File: config.mk
export PLATFORM = sky130hd
export DESIGN_NAME = host_frame_assembler_flat
export DESIGN_NICKNAME = d
export VERILOG_FILES = /design/src/rtl/host_frame_assembler_if.sv /design/src/rtl/host_frame_assembler.sv /design/src/flat_wrapper.sv
export SDC_FILE = /design/constraint.sdc
export NUM_CORES = 1
export LEC_CHECK = 0
export CAP_MARGIN = 40
export CORE_MARGIN = 2
export CORE_UTILIZATION = 55
export CTS_BUF_LIST = sky130_fd_sc_hd__clkbuf_4 sky130_fd_sc_hd__clkbuf_8
export CTS_CLUSTER_SIZE = 10
export DETAILED_ROUTE_END_ITERATION = 16
export GPL_TIMING_DRIVEN = 0
export PLACE_DENSITY = 0.79
export SYNTH_ARGS = -nofsm -noshare
export SYNTH_HDL_FRONTEND = slang
export SYNTH_SLANG_ARGS = --single-unit
File: constraint.sdc
create_clock -name masterClock -period 2.6 [get_ports masterClock]
set_input_delay 0.52 -clock masterClock [delete_from_list [all_inputs] [get_ports masterClock]]
set_output_delay 0.52 -clock masterClock [all_outputs]
set_load 0.1 [all_outputs]
File: src/rtl/host_frame_assembler_if.sv
// Byte-in / frame-out handshake bundle between the host UART receiver, the
// frame assembler and the sandbox process that consumes assembled frames.
interface host_frame_assembler_if;
  logic        rxValid;
  logic [7:0]  rxByte;
  logic        clearDR;
  logic        dataReceived;
  logic [7:0]  control;
  logic [31:0] inputData;
  logic        frameError;
  logic [7:0]  errorCount;
  logic        busy;

  modport master (
    output rxValid, rxByte, clearDR,
    input  dataReceived, control, inputData, frameError, errorCount, busy
  );

  modport slave (
    input  rxValid, rxByte, clearDR,
    output dataReceived, control, inputData, frameError, errorCount, busy
  );
endinterface

File: src/rtl/host_frame_assembler.sv
// Assembles START/ctrl/d0..d3/chk byte frames into a control byte and a 32-bit
// word, holds them until released, and flags bad, stale or overrun frames.
module host_frame_assembler #(
  parameter logic [7:0] START_BYTE     = 8'hA5,
  parameter int         TIMEOUT_CYCLES = 100000,
  parameter int         TO_WIDTH       = 17
) (
  input  logic                   masterClock,
  input  logic                   reset,
  host_frame_assembler_if.slave  bus
);

  typedef enum logic [2:0] {IDLE, CTRL, DATA, CHECK, HOLD, WAIT_REL} state_t;

  localparam logic [TO_WIDTH-1:0] TO_LAST = TO_WIDTH'(TIMEOUT_CYCLES - 1);

  state_t              state;
  logic [7:0]          shCtrl;
  logic [3:0][7:0]     shData;
  logic [7:0]          runXor;
  logic [1:0]          idx;
  logic [TO_WIDTH-1:0] toCnt;
  logic                dataReceived;
  logic [7:0]          control;
  logic [31:0]         inputData;
  logic                frameError;
  logic [7:0]          errorCount;
  logic                assembling;
  logic                errNow;

  assign assembling = (state == CTRL) || (state == DATA) || (state == CHECK);

  // All error sources fold into one flag so coincident causes give one pulse.
  always_comb begin
    errNow = 1'b0;
    if ((state == HOLD || state == WAIT_REL) && bus.rxValid)
      errNow = 1'b1;
    if (state == CHECK && bus.rxValid && bus.rxByte != runXor)
      errNow = 1'b1;
    if (assembling && !bus.rxValid && toCnt == TO_LAST)
      errNow = 1'b1;
  end

  always_ff @(posedge masterClock or negedge reset) begin
    if (!reset) begin
      state        <= IDLE;
      shCtrl       <= '0;
      shData       <= '0;
      runXor       <= '0;
      idx          <= '0;
      toCnt        <= '0;
      dataReceived <= 1'b0;
      control      <= '0;
      inputData    <= '0;
      frameError   <= 1'b0;
      errorCount   <= '0;
    end else begin
      frameError <= errNow;
      if (errNow && errorCount != 8'hFF)
        errorCount <= errorCount + 8'd1;

      case (state)
        IDLE: begin
          toCnt <= '0;
          if (bus.rxValid && bus.rxByte == START_BYTE)
            state <= CTRL;
        end
        CTRL, DATA, CHECK: begin
          // A byte in the timeout cycle still counts as a valid byte.
          if (bus.rxValid) begin
            toCnt <= '0;
            if (state == CTRL) begin
              shCtrl <= bus.rxByte;
              runXor <= bus.rxByte;
              idx    <= '0;
              state  <= DATA;
            end else if (state == DATA) begin
              shData[idx] <= bus.rxByte;
              runXor      <= runXor ^ bus.rxByte;
              idx         <= idx + 2'd1;
              if (idx == 2'd3)
                state <= CHECK;
            end else if (bus.rxByte == runXor) begin
              control      <= shCtrl;
              inputData    <= shData;
              dataReceived <= 1'b1;
              state        <= HOLD;
            end else begin
              state <= IDLE;
            end
          end else if (toCnt == TO_LAST) begin
            toCnt <= '0;
            state <= IDLE;
          end else begin
            toCnt <= toCnt + 1'b1;
          end
        end
        HOLD: begin
          if (bus.clearDR) begin
            dataReceived <= 1'b0;
            state        <= WAIT_REL;
          end
        end
        WAIT_REL: begin
          if (!bus.clearDR)
            state <= IDLE;
        end
        default: state <= IDLE;
      endcase
    end
  end

  assign bus.dataReceived = dataReceived;
  assign bus.control      = control;
  assign bus.inputData    = inputData;
  assign bus.frameError   = frameError;
  assign bus.errorCount   = errorCount;
  assign bus.busy         = (state != IDLE);

endmodule

File: src/flat_wrapper.sv
// flat-port wrapper written by rule: the top's interface ports become plain ports
module host_frame_assembler_flat 
#(
  parameter logic [7:0] START_BYTE     = 8'hA5,
  parameter int         TIMEOUT_CYCLES = 100000,
  parameter int         TO_WIDTH       = 17
)
  (masterClock, reset, bus_rxValid, bus_rxByte, bus_clearDR, bus_dataReceived, bus_control, bus_inputData, bus_frameError, bus_errorCount, bus_busy);
  host_frame_assembler_if bus_i ();
  input  logic masterClock;
  input  logic reset;
  input wire logic [$bits(bus_i.rxValid)-1:0] bus_rxValid;
  input wire logic [$bits(bus_i.rxByte)-1:0] bus_rxByte;
  input wire logic [$bits(bus_i.clearDR)-1:0] bus_clearDR;
  output wire logic [$bits(bus_i.dataReceived)-1:0] bus_dataReceived;
  output wire logic [$bits(bus_i.control)-1:0] bus_control;
  output wire logic [$bits(bus_i.inputData)-1:0] bus_inputData;
  output wire logic [$bits(bus_i.frameError)-1:0] bus_frameError;
  output wire logic [$bits(bus_i.errorCount)-1:0] bus_errorCount;
  output wire logic [$bits(bus_i.busy)-1:0] bus_busy;
  assign bus_i.rxValid = bus_rxValid;
  assign bus_i.rxByte = bus_rxByte;
  assign bus_i.clearDR = bus_clearDR;
  assign bus_dataReceived = bus_i.dataReceived;
  assign bus_control = bus_i.control;
  assign bus_inputData = bus_i.inputData;
  assign bus_frameError = bus_i.frameError;
  assign bus_errorCount = bus_i.errorCount;
  assign bus_busy = bus_i.busy;
  host_frame_assembler #(.START_BYTE(START_BYTE), .TIMEOUT_CYCLES(TIMEOUT_CYCLES), .TO_WIDTH(TO_WIDTH)) u_core (.masterClock(masterClock), .reset(reset), .bus(bus_i));
endmodule
# Word level (Yosys, flattened, before mapping)
# Cells that the tools add are included.
word_totals:
  ff_bits: 120
  inputBits: 12
  output_inout_bits: 51
  elab_cells: 95
classes:
  addsub: 3
  magnitude_cmp: 2
  n_eq_ne: 20
  n_mux: 29
  bitwise: 3
  n_reduce_logical: 24
op_table:
  columns: ["cell", "count"]
  rows:
  - ["$mux W17", 2]
  - ["$pmux W17 S2", 1]
  - ["$bwmux W32", 1]
  - ["$mux W3", 9]
  - ["$mux W8", 3]
  - ["$add A17 B1 Y17 const B", 1]
  - ["$eq A17 B17 Y1 const B", 1]
  - ["$demux W8 S2", 1]
  - ["$pmux W3 S4", 1]
  - ["$ne A2 B2 Y1 const B", 5]
  - ["$reduce_and A5 Y1", 2]
  - ["$add A8 B1 Y8 const B", 1]
  - ["$eq A8 B8 Y1", 1]
  - ["$eq A8 B8 Y1 const B", 1]
  - ["$logic_and A1 B1 Y1", 8]
  - ["$mux W1", 8]
  - ["$ne A8 B8 Y1", 1]
  - ["$ne A8 B8 Y1 const B", 1]
  - ["$xor A8 B8 Y8", 1]
  - ["$eq A3 B2 Y1 const B", 2]
  - ["$eq A3 B3 Y1 const B", 2]
  - ["$reduce_and A3 Y1", 2]
  - ["$reduce_and A6 Y1", 1]
  - ["$reduce_bool A2 Y1", 3]
  - ["17 further kinds", 22]

# Logic depth before layout (Yosys ltp)
depth:
  ltp_word: 7
  ltp_mapped: 8
  ltp_nobuf: 7

# Worst setup path after synthesis
# No wires, ideal clock.
synth_timing:
  path_type: "register to register"
  from: "register u_core.state[0]"
  to: "register u_core.state[1]"
  setup_time_ns: 0.128
  arrival_time_ns: 2.266
  required_time_ns: 2.472
  path_slack_ns: 0.206
  path_stages_with_launch: 6
  n_path_buf: 1
  period_less_slack_ns: 2.394
  cell_sequence: "dfrtp_1 -> clkbuf_1 -> or3_1 -> o22ai_1 -> a311oi_4 -> mux2_1"
synth_via:
  elab_chain_cells: 5
  elab_cells_between_ends: 17
  classes_between: "eq/ne (10); mux (4); reduce/logical (3)"
synth_rtl:
  columns: ["element", "line", "text"]
  rows:
  - ["start, declared", "host_frame_assembler.sv:17", "state_t state;"]
  - ["start signal, assigned", "host_frame_assembler.sv:46", "state <= IDLE;"]
  - ["start signal, assigned", "host_frame_assembler.sv:66", "state <= CTRL;"]
  - ["start signal, assigned", "host_frame_assembler.sv:76", "state <= DATA;"]
  - ["$eq A3 B2 Y1", "host_frame_assembler.sv:62, host_frame_assembler.sv:77", null]
  - ["$mux W3", "host_frame_assembler.sv:77", "end else if (state == DATA) begin"]
  - ["$mux W3", "host_frame_assembler.sv:72", "if (state == CTRL) begin"]
  - ["$mux W3", "host_frame_assembler.sv:70", "if (bus.rxValid) begin"]
  - ["$pmux W3 S4", "host_frame_assembler.sv:62", "case (state)"]
# Several ways; a longest one is shown, not always the timed one.
# A chain may end at the register's enable or synchronous reset.

# Worst setup path after layout
layout_timing:
  from: "input bus_rxByte[5]"
  to: "register u_core.control[2], in the netlist u_core.bus.control[2]"
layout_via:
  elab_chain_cells: 2
layout_rtl:
  columns: ["element", "line", "text"]
  rows:
  - ["start, declared", "flat_wrapper.sv:13", "input wire logic [$bits(bus_i.rxByte)-1:0] bus_rxByte;"]
  - ["$eq A8 B8 Y1", "host_frame_assembler.sv:83", "end else if (bus.rxByte == runXor) begin"]
  - ["$reduce_and A5 Y1 (no line)", null, null]
  - ["end signal, assigned", "host_frame_assembler.sv:84", "control <= shCtrl;"]
  - ["end, declared", "host_frame_assembler.sv:24", "logic [7:0] control;"]
# No other way between the ends.

==> metrics.txt <==
result of the run=finished, final reports clean; row cnt=35; clock-pin slew on the worst setup and hold paths=70 ps; placer congestion estimate=0.854; final hold slack=495 ps; Final Setup Violations=0; Hold WC Path Type=register to register; Final Cell Area=0.00707 sq mm; I/O pin cnt=63; R2R cell count=6; pwr dens=866 mW/mm^2; Post-Syn Area=0.00515 sq mm; number of flops mapped to enable cells by yosys=0; Port-buffer cells=54; syn nets=424; antenna violations before repair=0; First-pass DRT Iterations=7; VDD IR max=0.000437 V; Fin Clk Skew=14.3 ps; TritonCTS buffer count=17; dpl cell area=0.00665 sq mm; H-tree Lvls=4; CTS Sinks=120; count leader, synth=dfrtp_1; period utilisation layout=0.983; total track usage=0.267; Register Area=0.00300 sq mm; final slew viol count=0; library cells used by synthesis=43; DR iter-0 viols=233; Die Y=101 um; later-pin clock latency in the skew report=430 ps; sequential element share of the synthesized area=0.583; area of the multi-input gates=0.00204 sq mm; Fmax=391 MHz; Comb power frac=0.284; largest cells by area after synthesis=dfrtp_1 58%, mux2_2 16%, xor2_1 3.2%; Routed WL=12,300 um; share of cells above drive strength 1=0.319; Worst Max-Slew Pin Slew=794 ps; total gr overflow=0; CTS tree=built; Sw Share=0.346; Setup Crit Path Kind=input pin to register; Critical Path Fanout Max=10; post-DP HPWL=7900 um; register bit total from synthesis=120; WP data required=2900 ps; area grow syn2layout=37.4%; post-CTS setup buffers=0; Vias/cell=5.72; async set-reset flop share out of synthesis=1.00; Pleak=3.30 nW; ys flop type=dfrtp_1; Synthesis Warnings=0; CTS root buf=clkbuf_8; number of global-route vias before repair=3,939; sequential power share=0.427; # nets final=548; Mapped Cells=406; Filler cells=523; n_diodes=0; first-pass GRT wire length=20,300 um; share of the synthesized area in the top cell type=0.583; minimum clock period=2560 ps; die area=0.0101 sq mm; Core Region=0.00915 sq mm; routed vias=3,742; Hold Path Cell Cnt=1; RSZ-0062 raised after global routing=no; DIE WIDTH=101 um; Starting Density=0.562; Remaining DRCs=0; final hold viol count=0; CTS max path bufs=2; drt wl/cell=18.8 um; largest net degree at the start of global routing=90; most frequent cells after synthesis=120 x dfrtp_1, 72 x mux2_2, 29 x nor2_1, 19 x nand2_1, 19 x xor2_1; clock power share=0.289; CP Capture Type=register; Worst EP arrival=2860 ps; number of max-cap violations=0; P_int=4.01 mW; reported net switching power=2.12 mW; antenna viol nets, final=0; Avg Cell Area, Syn=12.7 sq um; CP startpoint kind=input pin; area leader, netlist=dfrtp_1; relative slew slack=0.470
-- per-stage QoR --
step | TNS, ps | setup WS [ps] | power, mW | util | std cells
2_1_floorplan | 0 | 206 | 3.70 | - | 406
3_3_place_gp | -416210 | -3400 | 4.02 | 0.637 | 571
3_5_place_dp | -10320 | -304 | 4.32 | 0.726 | 623
4_1_cts | 0 | 39.0 | 6.13 | 0.772 | 654
5_1_grt | 0 | 2.42 | 6.39 | 0.773 | 654
6_report | 0 | 43.3 | 6.12 | 0.773 | 654
-- flip-flops by register name (all words and copies together) (netlist names), 2 cells and up --
register,flops
u_core.bus.control,8
u_core.bus.errorCount,8
u_core.bus.inputData,32
u_core.idx,2
u_core.runXor,8
u_core.shCtrl,8
u_core.shData,32
u_core.state,3
u_core.toCnt,17
-- power by group through the flow --
stage                     clock [mW]  sequential, mW  combinational, mW
after floorplan                    0            2.84              0.861
after global placement             0            2.55               1.47
after detailed placement           0            2.59               1.73
after CTS                       1.79            2.60               1.74
after global routing            1.87            2.66               1.86
final                           1.77            2.61               1.74
-- final timing paths --
check	slack (ps)	to	startpoint
min reg2reg	500	u_core.bus.control[1]	u_core.bus.control[1]
max in group asynchronous	1300	u_core.state[0]	reset
max reg2reg	150	u_core.bus.control[2]	u_core.runXor[1]
min	500	u_core.bus.control[1]	u_core.bus.control[1]
min in group asynchronous	550	u_core.bus.inputData[3]	reset
max	40	u_core.bus.control[2]	bus_rxByte[5]
-- repair_timing --
item / 4_1_cts / 5_1_grt
hold buffers: 1 / 0
gates cloned: 0 / 0
gates resized for setup: 1 / 6
endpoints found under the setup margin: 1 / 15
endpoints found under the hold margin: 31 / 0
-- critical path, stage by stage --
cell and delay (ps):
clkbuf_1 450, xor2_1 130, nor4_1 480, nand2_1 100, nor2_1 400, buf_2 390
mux2_1 370
-- layout make-up --
type | count | area share
clock inverters | 11 | 0.0209
plain buffers | 16 | 0.00991
repair buffers | 107 | 0.194
multi-input cells | 261 | 0.289
clock buffers | 21 | 0.0382
inverters | 7 | 0.00372
flip-flops and latches | 120 | 0.425
well taps | 111 | 0.0196
-- layout by cell type (no fill, tap or decap), drive strengths merged, types with 18 or more instances in the layout --
cell type / synthesis / layout
dfrtp: 120 / 120
a21oi: 18 / 18
o21ai: 22 / 22
clkbuf: 10 / 29
xor2: 19 / 19
mux2: 82 / 82
nor2: 29 / 29
buf: 8 / 61
nand2: 19 / 19
clkdlybuf4s50: 0 / 53
-- routing by layer --
metal  track usage  share of wire  vias up
met1         0.324           0.40     1923
met2         0.461           0.54      105
met5             0              0        -
li1              -              -     1691
met3        0.0687          0.036       23
met4        0.0948          0.022        0
-- kinds of logic (layout without fill, tap and decap cells) --
logic type	count (synthesis)	in the layout	share of synthesized area
xor+xnor	24	24	0.0408
mux	83	83	0.181
compound gates	52	52	0.0603
flops	120	120	0.583
buf+inv	25	162	0.0194
simple gates	96	96	0.100
fa+ha+maj	6	6	0.0146
No activity file was read; power rests on OpenSTA's default activity.
